===== src/rtl/upsample_multi_pkg.sv =====
`default_nettype none
// ============================================================================
// Module      : upsample_multi_pkg
// Description : Shared constants and helpers for the multi-channel upsampler.
//               Holds the mode encodings, the counter/phase width helpers and
//               the factor clamp that turns a requested L into L_eff.
// Revision    : 1.0 - initial release
// ============================================================================
package upsample_multi_pkg;

    // Stage-1 fill behaviour between load ticks.
    localparam logic ZERO_INS = 1'b0;
    localparam logic ZOH      = 1'b1;

    // Width of the requested/effective factor (must be able to hold max_factor).
    function automatic int factor_width(input int max_factor);
        return $clog2(max_factor) + 1;
    endfunction

    // Width of the phase select and of the frame counter (0..max_factor-1).
    function automatic int phase_width(input int max_factor);
        return $clog2(max_factor);
    endfunction

    // 0 is treated as pass-through (L_eff = 1); anything above the
    // supported maximum saturates at the maximum.
    function automatic int clamp_factor(input int req, input int max_factor);
        if (req == 0) begin
            return 1;
        end else if (req > max_factor) begin
            return max_factor;
        end
        return req;
    endfunction

endpackage
`default_nettype wire


===== src/rtl/upsample_tap_delay.sv =====
`default_nettype none
// ============================================================================
// Module      : upsample_tap_delay
// Description : One channel's enabled shift chain with a tap multiplexer.
//               Select 0 passes the input straight through; select k returns
//               the value the input held k enabled ticks earlier.
// Ports       : i_clk     - rising-edge clock
//               i_rst_an  - asynchronous active-low reset
//               i_ena     - shift enable (high-rate tick)
//               i_din     - chain input (stage-1 output)
//               i_sel     - tap select, 0..DEPTH
//               o_dout    - selected tap
// Revision    : 1.0 - initial release
// ============================================================================
module upsample_tap_delay #(
    parameter int DATA_W = 8,
    parameter int DEPTH  = 7,
    parameter int SEL_W  = 3
) (
    input  logic              i_clk,
    input  logic              i_rst_an,
    input  logic              i_ena,
    input  logic [DATA_W-1:0] i_din,
    input  logic [SEL_W-1:0]  i_sel,
    output logic [DATA_W-1:0] o_dout
);

    logic [DATA_W-1:0] r_taps [DEPTH];

    for (genvar k = 0; k < DEPTH; k++) begin : g_stage
        if (k == 0) begin : g_first
            always_ff @(posedge i_clk or negedge i_rst_an) begin
                if (!i_rst_an) begin
                    r_taps[k] <= '0;
                end else if (i_ena) begin
                    r_taps[k] <= i_din;
                end
            end
        end else begin : g_next
            always_ff @(posedge i_clk or negedge i_rst_an) begin
                if (!i_rst_an) begin
                    r_taps[k] <= '0;
                end else if (i_ena) begin
                    r_taps[k] <= r_taps[k-1];
                end
            end
        end
    end

    always_comb begin
        o_dout = i_din;
        for (int k = 1; k <= DEPTH; k++) begin
            if (i_sel == SEL_W'(k)) begin
                o_dout = r_taps[k-1];
            end
        end
    end

endmodule
`default_nettype wire


===== src/rtl/upsample_multi.sv =====
`default_nettype none
// ============================================================================
// Module      : upsample_multi
// Description : Multi-channel interpolator front end. Inserts L_eff-1 zeros
//               (or holds the sample) between input samples on every channel
//               in lockstep, then applies a programmable output phase delay.
//               Factor, phase and mode are sampled only on load ticks.
// Config      : UPSAMPLE_MULTI_HOLD_EN - when defined, i_mode selects
//               zero-order hold; otherwise zero insertion only.
// Ports       : i_clk       - rising-edge clock (high rate)
//               i_rst_an    - asynchronous active-low reset
//               i_ena       - high-rate tick, all state advances on it
//               i_factor    - requested L (clamped to 1..gp_max_factor)
//               i_phase     - requested output delay in ticks
//               i_mode      - 0 zero insertion, 1 zero-order hold
//               i_data      - packed input samples, channel 0 in LSBs
//               o_load      - current tick is a load tick
//               o_data      - packed upsampled samples
//               o_fill_done - sticky, delay line filled since reset
// Revision    : 1.0 - initial release
// ============================================================================
module upsample_multi
    import upsample_multi_pkg::*;
#(
    parameter int gp_data_width  = 8,
    parameter int gp_nr_channels = 2,
    parameter int gp_max_factor  = 8
) (
    input  logic                                    i_clk,
    input  logic                                    i_rst_an,
    input  logic                                    i_ena,
    input  logic [$clog2(gp_max_factor):0]          i_factor,
    input  logic [$clog2(gp_max_factor)-1:0]        i_phase,
    input  logic                                    i_mode,
    input  logic [gp_nr_channels*gp_data_width-1:0] i_data,
    output logic                                    o_load,
    output logic [gp_nr_channels*gp_data_width-1:0] o_data,
    output logic                                    o_fill_done
);

    localparam int c_FACTOR_W = factor_width(gp_max_factor);
    localparam int c_PHASE_W  = phase_width(gp_max_factor);
    localparam int c_CNT_W    = c_PHASE_W;

    logic [c_CNT_W-1:0]    r_cnt;
    logic [c_FACTOR_W-1:0] r_factor;
    logic [c_PHASE_W-1:0]  r_phase;
    logic [c_PHASE_W-1:0]  r_ticks;
    logic                  r_fill;

    logic                  w_load;
    logic                  w_load_tick;
    logic [c_FACTOR_W-1:0] w_factor_req;
    logic [c_PHASE_W-1:0]  w_phase_req;
    logic [c_FACTOR_W-1:0] w_factor_use;
    logic [c_PHASE_W-1:0]  w_phase_use;
    logic                  w_last;

    // Load decode comes from the counter register only, so o_load is
    // glitch-free and valid before the tick it announces.
    assign w_load      = (r_cnt == '0);
    assign w_load_tick = w_load & i_ena;

    assign w_factor_req = c_FACTOR_W'(clamp_factor(int'(i_factor), gp_max_factor));
    assign w_phase_req  = (int'(i_phase) > gp_max_factor - 1)
                        ? c_PHASE_W'(gp_max_factor - 1) : i_phase;

    // On a load tick the freshly requested settings already govern that tick.
    assign w_factor_use = w_load ? w_factor_req : r_factor;
    assign w_phase_use  = w_load ? w_phase_req  : r_phase;
    assign w_last       = (c_FACTOR_W'(r_cnt) == w_factor_use - c_FACTOR_W'(1));

    always_ff @(posedge i_clk or negedge i_rst_an) begin
        if (!i_rst_an) begin
            r_cnt    <= '0;
            r_factor <= c_FACTOR_W'(1);
            r_phase  <= '0;
        end else if (i_ena) begin
            r_cnt <= w_last ? '0 : r_cnt + c_CNT_W'(1);
            if (w_load) begin
                r_factor <= w_factor_req;
                r_phase  <= w_phase_req;
            end
        end
    end

    // r_ticks holds the number of earlier enabled ticks; it stops counting
    // once the flag is set, and never exceeds the phase it is compared with.
    always_ff @(posedge i_clk or negedge i_rst_an) begin
        if (!i_rst_an) begin
            r_ticks <= '0;
            r_fill  <= 1'b0;
        end else if (i_ena && !r_fill) begin
            if (r_ticks >= w_phase_use) begin
                r_fill <= 1'b1;
            end else begin
                r_ticks <= r_ticks + c_PHASE_W'(1);
            end
        end
    end

`ifdef UPSAMPLE_MULTI_HOLD_EN
    logic r_mode;
    logic w_mode_use;

    always_ff @(posedge i_clk or negedge i_rst_an) begin
        if (!i_rst_an) begin
            r_mode <= ZERO_INS;
        end else if (w_load_tick) begin
            r_mode <= i_mode;
        end
    end

    assign w_mode_use = w_load ? i_mode : r_mode;
`else
    logic w_unused_mode;
    assign w_unused_mode = i_mode ^ w_load_tick;
`endif

    for (genvar ch = 0; ch < gp_nr_channels; ch++) begin : g_ch
        logic [gp_data_width-1:0] r_s1;
        logic [gp_data_width-1:0] w_tap;

        always_ff @(posedge i_clk or negedge i_rst_an) begin
            if (!i_rst_an) begin
                r_s1 <= '0;
            end else if (i_ena) begin
                if (w_load) begin
                    r_s1 <= i_data[ch*gp_data_width +: gp_data_width];
`ifdef UPSAMPLE_MULTI_HOLD_EN
                end else if (w_mode_use == ZOH) begin
                    r_s1 <= r_s1;
`endif
                end else begin
                    r_s1 <= '0;
                end
            end
        end

        upsample_tap_delay #(
            .DATA_W (gp_data_width),
            .DEPTH  (gp_max_factor - 1),
            .SEL_W  (c_PHASE_W)
        ) u_tap (
            .i_clk    (i_clk),
            .i_rst_an (i_rst_an),
            .i_ena    (i_ena),
            .i_din    (r_s1),
            .i_sel    (r_phase),
            .o_dout   (w_tap)
        );

        assign o_data[ch*gp_data_width +: gp_data_width] = w_tap;
    end

    assign o_load      = w_load;
    assign o_fill_done = r_fill;

endmodule
`default_nettype wire


===== config.mk =====
export PLATFORM = sky130hd
export DESIGN_NAME = upsample_multi
export DESIGN_NICKNAME = d
export VERILOG_FILES = /design/src/rtl/upsample_multi_pkg.sv /design/src/rtl/upsample_tap_delay.sv /design/src/rtl/upsample_multi.sv
export SDC_FILE = /design/constraint.sdc
export NUM_CORES = 1
export LEC_CHECK = 0
export CORE_MARGIN = 2
export CORE_UTILIZATION = 50
export CTS_CLUSTER_SIZE = 14
export DETAILED_ROUTE_END_ITERATION = 8
export PLACE_DENSITY = 0.69
export SLEW_MARGIN = 20
export SYNTH_ARGS = -nofsm -noshare
export SYNTH_HDL_FRONTEND = slang
export SYNTH_SLANG_ARGS = --single-unit

===== constraint.sdc =====
create_clock -name i_clk -period 2.94 [get_ports i_clk]
set_input_delay 0.588 -clock i_clk [delete_from_list [all_inputs] [get_ports i_clk]]
set_output_delay 0.588 -clock i_clk [all_outputs]
set_load 0.01 [all_outputs]

Yosys cells after proc, flatten, opt, wreduce, memory -nomap -nowiden:

Index checks and enable logic that the tools add are counted.

* word-level logic and storage cells: 65
* input port bits: 27
* register bits after elaboration: 142

* reductions and logical operators: 6
* magnitude comparators: 2
* eq/ne operators: 8
* multiplexer cells: 24
* bitwise gates (word level): 1
* $add $sub $neg: 3

Operator list (count)
* $mux W8: 16
* $mux W4: 4
* $eq A3 B3 Y1 const B: 4
* $add A3 B1 Y3 const B: 2
* $eq A3 B2 Y1 const B: 2
* $mux W3: 2
* $eq A3 B4 Y1: 1
* $gt A4 B4 Y1 const B: 1
* $logic_not A4 Y1: 1
* $reduce_and A2 Y1: 2
* $sub A4 B1 Y4 const B: 1
* $eq A3 B1 Y1 const B: 1
* $ge A3 B3 Y1: 1
* $logic_not A3 Y1: 1
* $mux W1: 2
* $logic_and A1 B1 Y1: 1
* $logic_not A1 Y1: 1
* $not A1 Y1: 1

Depth between registers and ports, before layout:

Gate-level depths: netlist (run 1).

* word-level depth: 8
* mapped depth: 13

Hierarchy:

From an unflattened synthesis (run 1), not the netlist that was laid out.

* cell total of the unflattened synthesis: 583
* area total of the unflattened synthesis: 7019.2 um^2

By module, submodules not included
* upsample_tap_delay at g_ch[0].u_tap: instances 1, area an instance 2776.4 um^2, cells each 219, sequential area each 1401.3 um^2
* upsample_tap_delay at g_ch[1].u_tap: instances 1, area an instance 2755.1 um^2, cells each 208, sequential area each 1401.3 um^2
* upsample_multi: instances 1, area an instance 1487.7 um^2, cells each 156, sequential area each 752.0 um^2

Least setup slack after synthesis (run 1):

OpenSTA, ideal clock, no wires.

* path type: register to register
* from: reg r_cnt[0]
* to: reg r_ticks[1]
* clock period less this slack: 2.690 ns
* stages on the path, launching flop included: 13
* library setup time: 0.125 ns
* slack: 0.250 ns
* arrival: 2.566 ns
* data required time: 2.815 ns
* cells stage by stage: dfrtp_1 -> inv_1 -> ha_1 -> nand2b_4 -> inv_4 -> clkbuf_1 -> nor2_1 -> a21oi_1 -> ha_1 -> a21o_1 -> a21o_1 -> nor3b_2 -> mux2_2

* cells in the longest elaborated chain, start to end: 5

Ends and longest elaborated chain
* start: declaration: RTL line upsample_multi.sv:45 `logic [c_CNT_W-1:0] r_cnt;`
* start signal: assignment: RTL line upsample_multi.sv:79 `r_cnt <= w_last ? '0 : r_cnt + c_CNT_W'(1);`
* $logic_not A3 Y1: RTL line upsample_multi.sv:61 `assign w_load = (r_cnt == '0);`
* $mux W3
* $ge A3 B3 Y1: RTL line upsample_multi.sv:94 `if (r_ticks >= w_phase_use) begin`
* $not A1 Y1 (no line)
* $reduce_and A2 Y1 (no line)
* end signal: assignment: RTL line upsample_multi.sv:97 `r_ticks <= r_ticks + c_PHASE_W'(1);`
* end: declaration: RTL line upsample_multi.sv:48 `logic [c_PHASE_W-1:0] r_ticks;`

Every way passes these cells.
A chain may end at the register's enable or synchronous reset.

Worst setup path in the final report (run 1):

* from: reg r_phase[1]
* to: out o_data[7]

* cells in the longest elaborated chain, start to end: 8
* elaborated cells between the ends (all ways): 14

Ends and longest elaborated chain
* start: declaration: RTL line upsample_multi.sv:47 `logic [c_PHASE_W-1:0] r_phase;`
* start signal: assignment: RTL line upsample_multi.sv:82 `r_phase <= w_phase_req;`
* $eq A3 B1 Y1: RTL line upsample_tap_delay.sv:53 `if (i_sel == SEL_W'(k)) begin`
* $mux W8 (6 in series): RTL line upsample_tap_delay.sv:53
* $mux W8 *: RTL line upsample_tap_delay.sv:53
* end: declaration: RTL line upsample_multi.sv:37 `output logic [gp_nr_channels*gp_data_width-1:0] o_data,`

Mark *: on every way between the ends. The rest lies on a longest branch, timed or not.

==> impl_metrics.toml, run 1 <==
[setup_path]
crit_slowest_cell = "clkdlybuf4s50_1"
cp.required_ps = 2350
critPathLaunch = "r_phase[1]"
r2r_slack_ps = 240
crit_chain = "inv_2, buf_6, nor2_2, buf_12, nor3_2, a21oi_1, o21ai_0, clkdlybuf4s50_1"
r2r_start = "r_cnt[0]"
critPathMaxFanout = 32
path_class = "flip-flop to output port"
arrival_ps = 2240
slowest_delay_ps = 550
worstSetupEndpoint = "o_data[7]"
endpoint_kind = "output port"
ff2ff_path_depth = 12
rr_endpoint = "r_ticks[1]"
worstSetupStartpointType = "flip-flop"

[yosys]
syn_area_um2 = 6570
synth_fp_nets = 558
ys_seq_area_share_pct = 54.1
synth_area_leader_cell = "dfrtp_1"
synth-seq-cells = 142
synthTopCellsByArea = "dfrtp_1, mux2_2, mux4_2"
ys_async_sr_fraction_pct = 100
synth_flop_cell = "dfrtp_1"
synth_edf_count = 0
ys_types = 42
ys_warn_count = 0
synthCells = 525
synth_top_area_share_pct = 53.7
postSynthAreaPerCell_um2 = 12.5

[final_layout]
n_antenna_cell = 0
layout_common_cells = "dfrtp_1, mux2_2, o21ai_0, clkdlybuf4s50_1, nand2_1"
layout-drive-gt1-share_pct = 34.1
fillerInstances = 1044
layout_commonest_cell = "dfrtp_1"
fin_nets = 601
final_core_util_pct = 61.7
layout-area-overhead-vs-synth_pct = 19.6

[grt]
grt_pass1_wl_um = 21100
grt_pass1_vias = 4306
overflow = 0
grt_antenna_before_repair = 0
grt_max_degree = 65
track_usage_pct = 19.1

[floorplanning]
rows = 41
die_area_um2 = 14100
core_um2 = 12700
initial_core_util_pct = 51.6
ioPinCount = 45
fp.dieW_um = 119
die_h_um = 119

[sta]
slew_viol_final = 0
period_share_pct = 96.2
clock_skew_ps = 5.29
relSlewSlack_pct = 59.9
max_slew.worst_pin.slew_ps = 601
fmax_mhz = 353
fin_crit_ps = 2830
hold_viol = 0
grt_setup_unrepaired = "true"
setup_viol = 0

[cts]
tritoncts = "built"
cts.sinks = 142
htree_num_levels = 4
cts_buffer_depth = 2
clkSlewWorstSetupHoldPaths_ps = 60
cts_made_buffers = 17
cts_root_buf = "clkbuf_16"
clock_latency_ps = 420
cts_hold_buf = 0

[place]
dpl.hpwl_um = 7820
finalWeightedCongestion = 0.739
numPortBuffers = 43

[routing]
wl_um = 12500
drtPass1Iterations = 4
routed_via_density = 5.49
drcViolationCount = 0
wl_per_cell_um = 16.7
via_count = 4135
dr.first_iter.drc_count = 207
ant_nets = 0

[pwr]
cell_internal_pwr_mw = 5.09
p_seq_share_pct = 38.7
pwr-share-clk_pct = 28.8
finalPower_mw = 7.50
power_switching_mw = 2.40
peakVddDrop_mv = 0.542
swShare_pct = 32.1
comb_power_share_pct = 32.4
power.density_nw_per_um2 = 955
power.leakage_nw = 3.66

[outcome]
status = "finished clean"

[job]
maxCapViolations = 0

[min_path]
holdCritPathClass = "primary input to asynchronous set/reset pin"
==> cells in the mapped netlist (all sizes together) (2+ instances only) <==
master,n
dfrtp,141
mux2,114
o21ai,38
nand2,25
inv,23
nor2,23
a21oi,22
buf,20
nand3,18
nor3,18
mux4,16
o22ai,16
clkbuf,15
ha,6
mux2i,4
nand2b,4
a21o,3
nand3b,3
xnor2,3
nor3b,2
==> critical path, delay by kind of cell (launching register included) <==
kind / cells / cell delay [ps]
buf+inv: 4 / 1000
flops: 1 / 390
simple gates: 2 / 250
compound gates: 2 / 180
==> metrics by stage <==
step / hold WS, ps / setup slack [ps] / std cells / area (um^2) / TNS [ps]
final: 125 / 111 / 753 / 7850 / 0
after global routing: 169 / -16.9 / 753 / 7850 / -16.9
after CTS: 148 / 1.62 / 753 / 7830 / 0
after global placement: 478 / 193 / 719 / 7190 / 0
after floorplan: 292 / 250 / 525 / 6570 / 0
after detailed placement: 482 / 177 / 719 / 7190 / 0
==> routing by layer <==
| metal | global-route usage (%) | up-vias | wire length (um) |
|---|---|---|---|
| met4 | 6.18 | 0 | 154 |
| met3 | 4.97 | 16 | 344 |
| met5 | 0 | - | 0 |
| met1 | 25.5 | 2105 | 5820 |
| li1 | - | 1966 | - |
| met2 | 30.5 | 48 | 6220 |
==> power by group through the flow <==
stage	clock network [mW]	registers (mW)	logic (mW)
after global routing	2.29	2.99	2.69
final	2.16	2.91	2.43
after detailed placement	0	2.93	2.43
after floorplan	0	2.80	1.72
after global placement	0	2.89	2.37
after CTS	2.21	2.91	2.45
==> how the worst min path moves through the flow <==
stage / startpoint / endpoint / depth (start not counted)
2_1_floorplan: i_rst_an / g_ch[0].r_s1[0] / 0
3_3_place_gp: r_factor[0] / r_factor[0] / 2
3_5_place_dp: r_factor[0] / r_factor[0] / 2
4_1_cts: i_rst_an / g_ch[0].u_tap.r_taps[23] / 1
5_1_grt: i_rst_an / g_ch[0].u_tap.r_taps[23] / 1
6_report: i_rst_an / g_ch[0].u_tap.r_taps[23] / 1
==> timing repair <==
item,in CTS,in global routing
gates resized for setup,18,8
buffers inserted,2,0
endpoints found under the setup margin,16,6
pin swaps,1,0
==> layout make-up <==
type	instances	area, um^2	area share (%)
clock buffer	18	439	5.59
tap	172	215	2.74
multi-input combinational	325	2780	35.4
clock inverter	14	169	2.15
sequential	142	3550	45.3
inverter	23	88.8	1.13
timing repair buffer	59	607	7.73
==> kinds of logic after synthesis <==
kind of cell             share of synthesized area [%]
AO/OA/AOI/OAI                                     7.18
XOR/XNOR                                         0.400
adder cells (fa/ha/maj)                           1.14
buffers and inverters                             3.79
flip-flops                                        54.1
multiplexers                                      25.6
AND/OR/NAND/NOR                                   7.70
==> flip-flops by register name, indices dropped and copies added (netlist names) <==
signal	cells
r_cnt	3
r_factor	4
o_fill_done	1
r_phase	3
g_ch.u_tap.r_taps	112
g_ch.r_s1	16
r_ticks	3
(Power assumes the default switching activity.)
==> run 2: changes to the inputs <==
--- a/config.mk
+++ b/config.mk
@@ -5,6 +5,7 @@
 export SDC_FILE = /design/constraint.sdc
 export NUM_CORES = 1
 export LEC_CHECK = 0
+export CAP_MARGIN = 15
 export CORE_MARGIN = 2
 export CORE_UTILIZATION = 50
 export CTS_CLUSTER_SIZE = 14
==> results of run 2 <==
Same layout as run 1: the final DEF is identical, and so are final timing and power.
==> run 3: changes to the inputs <==
--- a/config.mk
+++ b/config.mk
@@ -10,6 +10,7 @@
 export CORE_UTILIZATION = 50
 export CTS_CLUSTER_SIZE = 14
 export DETAILED_ROUTE_END_ITERATION = 8
+export GPL_TIMING_DRIVEN = 0
 export PLACE_DENSITY = 0.69
 export SLEW_MARGIN = 20
 export SYNTH_ARGS = -nofsm -noshare
==> impl_metrics.toml, run 3 (synthesis results as in run 1) <==
[outcome]
status = "finished clean"

[place]
dpl.hpwl_um = 9970
dp_cells = 740
dpl_worst_slack_ps = -289
finalWeightedCongestion = 0.813
numPortBuffers = 42

[sta]
grt_setup_unrepaired = "false"
max_slew.worst_pin.slew_ps = 837
clock_skew_ps = 7.41
slew_viol_final = 0
fin_crit_ps = 2820
relSlewSlack_pct = 44.2
setup_slack_ps = 125
setup_viol = 0
hold_viol = 0
fin_hold_ws_ps = 99.7
period_share_pct = 95.8
fmax_mhz = 355

[floorplanning]
rows = 41
die_h_um = 119
ioPinCount = 45
core_um2 = 12700
initial_core_util_pct = 51.6
fp.dieW_um = 119
die_area_um2 = 14100

[setup_path]
slowest_delay_ps = 360
worstSetupStartpointType = "flip-flop"
crit_slowest_cell = "dfrtp_1"
arrival_ps = 2230
endpoint_kind = "output port"
critPathMaxFanout = 10
cp.required_ps = 2350
path_class = "flip-flop to output port"
crit_chain = "buf_4, inv_2, buf_6, nor2_4, buf_6, nor3_1, a21oi_1, o21ai_1, dlygate4sd2_1"
crit_top_cell = "buf_6"

[grt]
grt_antenna_before_repair = 0
track_usage_pct = 23.0
grt_pass1_vias = 4630
grt_pass1_wl_um = 24600
grt_max_degree = 81
overflow = 0

[cts]
cts_made_buffers = 17
tritoncts = "built"
clkSlewWorstSetupHoldPaths_ps = 50
clock_latency_ps = 420
htree_num_levels = 4
cts_buffer_depth = 2
cts_root_buf = "clkbuf_16"
cts.sinks = 142

[final_layout]
multi_input_area_um2 = 2800
fillerInstances = 1045
largest_reg_flops = 112
fin_nets = 622
fin_cells = 774
layout-area-overhead-vs-synth_pct = 19.7
layout-drive-gt1-share_pct = 32.9
top_regs = "g_ch.u_tap.r_taps x112, g_ch.r_s1 x16, r_factor x4"
layout_commonest_cell = "dfrtp_1"
final_core_util_pct = 61.8
layout_common_cells = "dfrtp_1, mux2_2, o21ai_0, nand2_1, clkdlybuf4s50_1"
seqCellArea_um2 = 3550
regMostFlops = "g_ch.u_tap.r_taps"
n_antenna_cell = 0

[routing]
via_count = 4362
routed_via_density = 5.64
ant_nets = 0
drtPass1Iterations = 4
drcViolationCount = 0
wl_um = 15000
dr.first_iter.drc_count = 312
wl_per_cell_um = 19.4

[min_path]
holdCritPathClass = "primary input to asynchronous set/reset pin"

[job]
maxCapViolations = 0

[pwr]
power.leakage_nw = 3.64
peakVddDrop_mv = 0.638
power.density_nw_per_um2 = 948
## run 3: path summary, 6_finish.rpt
| kind | from | endpoint | slack (ps) | cells past startpoint |
|---|---|---|---|---|
| min in group i_clk | r_ticks[2] | r_ticks[2] | 490 | 1 |
| max reg2reg | r_cnt[0] | r_ticks[1] | 180 | 12 |
| max in group asynchronous | i_rst_an | g_ch[1].u_tap.r_taps[26] | 2090 | 2 |
| min | i_rst_an | o_fill_done | 100 | 1 |
| min reg2reg | r_ticks[2] | r_ticks[2] | 490 | 1 |
| max | r_phase[0] | o_data[2] | 120 | 9 |
## run 3: power breakdown
group	internal, mW	switching, mW	leakage, nW	total (mW)
logic	1.25	1.32	1.47	2.57
clock network	1.23	0.748	0.264	1.98
registers	2.51	0.400	1.90	2.91
total	4.99	2.47	3.64	7.45
## run 3: routing by layer
layer	GRT usage, %	up-vias	wire length, um
met5	0	-	0
met4	8.85	0	263
met3	5.69	18	633
met2	36.5	83	7320
met1	30.6	2251	6790
li1	-	2010	-
## run 3: final cells by class
cell class	count	share of cell area [%]
buffer	35	2.71
clock buffer	29	6.37
clock inverter	3	0.509
inverter	23	1.16
multi-input combinational	325	35.6
sequential	142	45.2
tap	172	2.74
timing repair buffer	45	5.65
## run 3: worst max-delay path, delay by kind of cell (launching register included)
kind	cells	cell delay (ps)
compound gates	2	260
buf+inv	5	890
flops	1	360
simple gates	2	300
## run 3: stage by stage
step | setup TNS (ps) | power (mW) | instance area [um^2]
floorplan | 0 | 4.52 | 6570
global placement | -595740 | 5.30 | 7200
detailed placement | -610 | 5.43 | 7230
CTS | 0 | 7.44 | 7820
global route | 0 | 7.91 | 7860
finish | 0 | 7.45 | 7860
## run 3: repair_timing
item,4_1_cts,5_1_grt
gates resized for setup,39,17
setup buffers,2,0
setup endpoints to repair,20,15
hold buffers,0,0
pin swaps,1,0
